### src/rtl/mul_div_pkg.sv
// Shared definitions for the iterative MIPS multiply/divide unit:
// op encodings, FSM states and the iteration counter width.
package mul_div_pkg;

    localparam int DATA_W = 32;
    localparam int CNT_W  = $clog2(DATA_W);

    localparam logic [1:0] OP_MULT  = 2'b00;
    localparam logic [1:0] OP_MULTU = 2'b01;
    localparam logic [1:0] OP_DIV   = 2'b10;
    localparam logic [1:0] OP_DIVU  = 2'b11;

    typedef enum logic [1:0] {
        IDLE  = 2'd0,
        CALC  = 2'd1,
        FIXUP = 2'd2
    } md_state_e;

endpackage

### src/rtl/mul_div_unit.sv
// Iterative 32-bit MULT/MULTU/DIV/DIVU unit with architectural HI/LO.
// One shared 2*WIDTH accumulator serves both shift-add multiply and restoring divide.
module mul_div_unit
    import mul_div_pkg::*;
#(
    parameter int WIDTH = DATA_W
) (
    input  logic             clk,
    input  logic             rst,
    input  logic             start,
    input  logic [1:0]       op,
    input  logic [WIDTH-1:0] opA,
    input  logic [WIDTH-1:0] opB,
    input  logic             hiWrEn,
    input  logic             loWrEn,
    input  logic [WIDTH-1:0] wrData,
    output logic             busy,
    output logic             done,
    output logic             divByZero,
    output logic [WIDTH-1:0] hi,
    output logic [WIDTH-1:0] lo
);

    md_state_e          state_q, state_d;
    logic [CNT_W-1:0]   cnt_q, cnt_d;
    logic [1:0]         op_q, op_d;
    logic [WIDTH-1:0]   a_q, a_d;
    logic [WIDTH-1:0]   b_q, b_d;
    logic [2*WIDTH-1:0] acc_q, acc_d;
    logic               sign_p_q, sign_p_d;
    logic               sign_r_q, sign_r_d;
    logic [WIDTH-1:0]   hi_q, hi_d;
    logic [WIDTH-1:0]   lo_q, lo_d;
    logic               busy_q, busy_d;
    logic               done_q, done_d;
    logic               dbz_q, dbz_d;

    logic               start_signed;
    logic               is_div;
    logic [WIDTH-1:0]   acc_hi, acc_lo;
    logic [WIDTH:0]     mul_sum;
    logic [WIDTH+1:0]   div_trial;
    logic               div_borrow;
    logic [WIDTH-1:0]   rem_next;
    logic [2*WIDTH-1:0] prod_fix;

    assign start_signed = ~op[0];
    assign is_div       = op_q[1];
    assign acc_hi       = acc_q[2*WIDTH-1:WIDTH];
    assign acc_lo       = acc_q[WIDTH-1:0];

    // Multiply: add multiplicand into the upper half when the current multiplier LSB is set,
    // then shift the whole accumulator right (carry lands in the top bit).
    assign mul_sum = {1'b0, acc_hi} + (b_q[0] ? {1'b0, a_q} : {(WIDTH+1){1'b0}});

    // Divide: partial remainder in the upper half, quotient bits shift into the lower half,
    // dividend bits feed in MSB-first from a_q. Extra headroom bit exposes the borrow.
    assign div_trial  = {1'b0, acc_hi, a_q[WIDTH-1]} - {2'b00, b_q};
    assign div_borrow = div_trial[WIDTH+1];
    assign rem_next   = div_borrow ? {acc_hi[WIDTH-2:0], a_q[WIDTH-1]} : div_trial[WIDTH-1:0];

    assign prod_fix = sign_p_q ? (~acc_q + 1'b1) : acc_q;

    always_comb begin
        state_d  = state_q;
        cnt_d    = cnt_q;
        op_d     = op_q;
        a_d      = a_q;
        b_d      = b_q;
        acc_d    = acc_q;
        sign_p_d = sign_p_q;
        sign_r_d = sign_r_q;
        hi_d     = hi_q;
        lo_d     = lo_q;
        done_d   = 1'b0;
        dbz_d    = 1'b0;

        unique case (state_q)
            IDLE: begin
                if (start) begin
                    op_d     = op;
                    a_d      = (start_signed && opA[WIDTH-1]) ? (~opA + 1'b1) : opA;
                    b_d      = (start_signed && opB[WIDTH-1]) ? (~opB + 1'b1) : opB;
                    sign_p_d = start_signed & (opA[WIDTH-1] ^ opB[WIDTH-1]);
                    sign_r_d = start_signed & opA[WIDTH-1];
                    acc_d    = '0;
                    cnt_d    = CNT_W'(WIDTH - 1);
                    state_d  = CALC;
                end else begin
                    if (hiWrEn) hi_d = wrData;
                    if (loWrEn) lo_d = wrData;
                end
            end
            CALC: begin
                if (is_div) begin
                    acc_d = {rem_next, acc_lo[WIDTH-2:0], ~div_borrow};
                    a_d   = {a_q[WIDTH-2:0], 1'b0};
                end else begin
                    acc_d = {mul_sum, acc_lo[WIDTH-1:1]};
                    b_d   = {1'b0, b_q[WIDTH-1:1]};
                end
                if (cnt_q == '0) state_d = FIXUP;
                else             cnt_d   = cnt_q - 1'b1;
            end
            FIXUP: begin
                done_d  = 1'b1;
                state_d = IDLE;
                if (is_div) begin
                    // b_q is never shifted on divide, so it still holds the divisor magnitude.
                    if (b_q == '0) begin
                        dbz_d = 1'b1;
                    end else begin
                        lo_d = sign_p_q ? (~acc_lo + 1'b1) : acc_lo;
                        hi_d = sign_r_q ? (~acc_hi + 1'b1) : acc_hi;
                    end
                end else begin
                    hi_d = prod_fix[2*WIDTH-1:WIDTH];
                    lo_d = prod_fix[WIDTH-1:0];
                end
            end
            default: state_d = IDLE;
        endcase

        busy_d = (state_d != IDLE);
    end

    always_ff @(posedge clk or posedge rst) begin
        if (rst) begin
            state_q  <= IDLE;
            cnt_q    <= '0;
            op_q     <= OP_MULT;
            a_q      <= '0;
            b_q      <= '0;
            acc_q    <= '0;
            sign_p_q <= 1'b0;
            sign_r_q <= 1'b0;
            hi_q     <= '0;
            lo_q     <= '0;
            busy_q   <= 1'b0;
            done_q   <= 1'b0;
            dbz_q    <= 1'b0;
        end else begin
            state_q  <= state_d;
            cnt_q    <= cnt_d;
            op_q     <= op_d;
            a_q      <= a_d;
            b_q      <= b_d;
            acc_q    <= acc_d;
            sign_p_q <= sign_p_d;
            sign_r_q <= sign_r_d;
            hi_q     <= hi_d;
            lo_q     <= lo_d;
            busy_q   <= busy_d;
            done_q   <= done_d;
            dbz_q    <= dbz_d;
        end
    end

    assign busy      = busy_q;
    assign done      = done_q;
    assign divByZero = dbz_q;
    assign hi        = hi_q;
    assign lo        = lo_q;

endmodule

### config.mk
export PLATFORM = sky130hd
export DESIGN_NAME = mul_div_unit
export DESIGN_NICKNAME = d
export VERILOG_FILES = /design/src/rtl/mul_div_pkg.sv /design/src/rtl/mul_div_unit.sv
export SDC_FILE = /design/constraint.sdc
export NUM_CORES = 1
export LEC_CHECK = 0
export CAP_MARGIN = 20
export CORE_MARGIN = 1
export CORE_UTILIZATION = 63
export DETAILED_ROUTE_END_ITERATION = 12
export PLACE_DENSITY = 0.87
export REMOVE_ABC_BUFFERS = 1
export SYNTH_ARGS = -nofsm -noshare
export SYNTH_HDL_FRONTEND = slang
export SYNTH_SLANG_ARGS = --single-unit
### constraint.sdc
create_clock -name clk -period 15.05 [get_ports clk]
set_input_delay 3.01 -clock clk [delete_from_list [all_inputs] [get_ports clk]]
set_output_delay 3.01 -clock clk [all_outputs]
set_load 0.02 [all_outputs]
==> qor.log <==
INFO  pwr            power.share.sequential=0.250
INFO  finish         area_delta_synth_final=16.4%
INFO  synth          synth_async_sr_flop_share=1.00
INFO  synth          yosys.area.top_type_share=0.318
INFO  route          vias_per_cell=6.50
INFO  synth          post-synth-top-area-cell=sky130_fd_sc_hd__dfrtp_1
INFO  die            pin_count=170
INFO  critical_path  cp_max_fo=5
INFO  grt            grt.overflow.total=0
INFO  timing         final.setup.tns=0ns
INFO  synth          synth_area=16,100um2
INFO  clock_tree     holdBufCountCts=0
INFO  pwr            total_switching_power=2.16mW
INFO  pwr            vdd.ir_drop.worst=0.000139V
INFO  outcome        run_status=complete, no violations
INFO  grt            grt_use_met3=0.0534
INFO  grt            via_count_of_the_first_global_routing_pass=15,500
INFO  timing         timing.final.hold_violations=0
INFO  synth          synth.area.top_cells=sky130_fd_sc_hd__dfrtp_1 32%, sky130_fd_sc_hd__o21ai_0 7.1%, sky130_fd_sc_hd__a21oi_1 5.6%
INFO  pwr            leakagePower=8.01nW
INFO  clock_tree     clk_pin_slew=0.06ns
INFO  grt            grt_antenna_before_repair=0
INFO  synth          synth_enable_flop_cells=0
INFO  place          finalWeightedCongestion=1.01
INFO  die            die_area=26,200um2
INFO  synth          yosysWarningCount=0
INFO  route          drt_first_pass_iters=6
INFO  grt            grt_util_all_layers=0.381
INFO  clock_tree     worst_skew_pair.late_latency=0.53ns
INFO  route          wl_per_cell=20.0um
INFO  critical_path  setup.worst_path.end_class=flip-flop
INFO  clock_tree     cts_buffers=23
INFO  synth          synthCells=2,030
INFO  die            die_height=162um
INFO  clock_tree     cts_tree=done
INFO  clock_tree     postCtsSetupBuffers=0
INFO  finish         drive_gt1_frac=0.0457
INFO  route          ant_nets=0
INFO  timing         max_clock_freq=176MHz
INFO  synth          synth.yosys.seq_area_share=0.318
INFO  die            std_cell_rows=58
INFO  timing         timing.clock.skew=0.0145ns
INFO  job            max_cap_violations=0
INFO  die            initial_core_util=0.642
INFO  route          remaining_drc_errors=0
INFO  clock_tree     clockRootBuffer=sky130_fd_sc_hd__clkbuf_16
INFO  synth          yosys_register_bits=205
INFO  route          routed_via_count=16,100
INFO  place          place_hpwl=36,100um
INFO  pwr            share_of_total_power_in_the_clock_network=0.132
INFO  timing         timing.final.crit_share=0.377
INFO  timing         slew-limit-headroom=0.306
INFO  finish         insertedDiodeCount=0
INFO  finish         finalNetCount=2,302
INFO  clock_tree     cts_resized=0
INFO  die            floorplan.die.width=162um
INFO  pwr            power-per-cell-area=233nW/um2
INFO  synth          synth_cell_types=76
INFO  pwr            internal_power_consumption=2.21mW
INFO  synth          ys_dominant_reg_cell=sky130_fd_sc_hd__dfrtp_1
INFO  timing         timing_worst_slew_pin_value=1.04ns
INFO  synth          commonest_cells_in_the_netlist=233 x sky130_fd_sc_hd__nand2_1, 229 x sky130_fd_sc_hd__o21ai_0, 205 x sky130_fd_sc_hd__dfrtp_1
INFO  clock_tree     clock_tree.buffer_depth=3
INFO  pwr            combinational_fraction_of_design_power=0.617
INFO  route          dr.first_iter.drc_count=1,530
INFO  timing         period_needed=5.67ns
INFO  timing         rsz_0062_raised_after_global_routing=no
INFO  clock_tree     cts-htree-levels=1
INFO  critical_path  timing.critical_path.arrival=6.06ns
INFO  die            core_area=25,100um2
INFO  hold_path      hp-class=flip-flop to flip-flop
INFO  synth          synth.most_common_cell=sky130_fd_sc_hd__nand2_1
INFO  route          route.final.wire_length=49,400um
INFO  critical_path  crit_type=primary input to flip-flop
INFO  grt            grt_start_max_net_pins=135
INFO  synth          synth_area_per_cell=7.94um2
INFO  grt            use_met1=0.492
INFO  timing         final-setup-viol-count=0
INFO  timing         timing_max_transition_violations_final=0
INFO  timing         whs=0.479ns
INFO  finish         fillers=1,873
INFO  grt            grt_pass1_wl=80,500um
INFO  grt            grt_util_met2=0.632
INFO  critical_path  critical_path_required=15.44ns
INFO  place          port_buffers=169
INFO  clock_tree     cts.sinks=205
INFO  critical_path  critPathLaunchType=primary input
INFO  grt            gr-max-usage-layer=met2
INFO  pwr            net_switching_share_of_the_total_power=0.494
[critical path, stage by stage]
cell	delay, ns
sky130_fd_sc_hd__clkdlybuf4s50_1	0.46
sky130_fd_sc_hd__or4_1	0.59
sky130_fd_sc_hd__or3_1	0.40
sky130_fd_sc_hd__nor4_1	0.79
sky130_fd_sc_hd__a21oi_1	0.32
sky130_fd_sc_hd__a21oi_1	0.24
sky130_fd_sc_hd__xor2_1	0.16
sky130_fd_sc_hd__o22ai_1	0.08
[power by group through the flow]
stage          sequential [mW]  combinational, mW  clock (mW)
6_report                  1.09               2.70       0.578
4_1_cts                   1.08               2.62       0.578
3_3_place_gp              1.07               2.53           0
3_5_place_dp              1.08               2.60           0
2_1_floorplan             1.09               1.78           0
5_1_grt                   1.11               2.95       0.601
[layout by cell type, fill, tap and decap left out, drive strengths merged, types with 30 or more instances in the layout]
master,n
o21ai,239
nand2,233
dfrtp,205
a21oi,179
nor2,173
clkdlybuf4s50,169
xnor2,93
inv,76
ha,70
xor2,67
mux2i,62
and2,42
o31ai,38
or3,30
[through the flow]
stage | setup WS [ns] | cells | utilization | power (mW) | cell area (um2)
floorplan | 6.44 | 1912 | - | 2.88 | 15700
global placement | 8.99 | 2428 | 0.715 | 3.60 | 17900
detailed placement | 8.90 | 2428 | 0.715 | 3.69 | 17900
CTS | 9.45 | 2470 | 0.745 | 4.28 | 18700
global route | 9.08 | 2474 | 0.747 | 4.67 | 18800
finish | 9.38 | 2474 | 0.747 | 4.37 | 18800
[worst paths after layout]
check / start / endpoint / slack, ns / depth (start not counted)
max: opB[8] / b_q[27]$_DFFE_PP0P_ / 9.38 / 8
min: hi[7]$_DFFE_PP0P_ / hi[7]$_DFFE_PP0P_ / 0.48 / 2
max reg2reg: a_q[31]$_DFFE_PP0P_ / acc_q[62]$_DFFE_PP0P_ / 10.79 / 12
min reg2reg: hi[7]$_DFFE_PP0P_ / hi[7]$_DFFE_PP0P_ / 0.48 / 2
max in group asynchronous: rst / acc_q[51]$_DFFE_PP0P_ / 10.46 / 3
min in group asynchronous: rst / lo[4]$_DFFE_PP0P_ / 3.07 / 2
[flip-flops by register name, summed over array words and instances (netlist names)]
name,count
a_q,32
sign_p_q,1
state_q,2
cnt_q,5
lo,32
busy,1
sign_r_q,1
op_q,1
done,1
hi,32
acc_q,64
b_q,32
divByZero,1
[routing by layer]
metal	part of all wire	wire, um
met5	0	0
met4	0.050	2450
met3	0.083	4090
met2	0.47	23000
met1	0.40	19800
[cell families (layout without fill, tap and decap cells)]
| logic type | count (synthesis) | in the layout | share of synthesized area |
|---|---|---|---|
| muxes | 65 | 65 | 0.0406 |
| DFF | 205 | 205 | 0.318 |
| xor gates and xnor gates | 160 | 160 | 0.0869 |
| and+or+nand+nor | 661 | 661 | 0.196 |
| buffers and inverters | 192 | 306 | 0.0454 |
| AOI/OAI and AO/OA | 675 | 675 | 0.256 |
| adders and majority gates | 72 | 72 | 0.0568 |
[layout make-up]
cell class | count | area [um2] | area share
clock buffer | 27 | 611 | 0.0325
sequential | 205 | 5130 | 0.273
multi-input combinational | 1633 | 10300 | 0.549
inverter | 74 | 285 | 0.0152
timing repair buffer | 190 | 1880 | 0.100
tap | 330 | 413 | 0.0220
clock inverter | 15 | 145 | 0.00774
No activity file was read; power rests on OpenSTA's default activity.
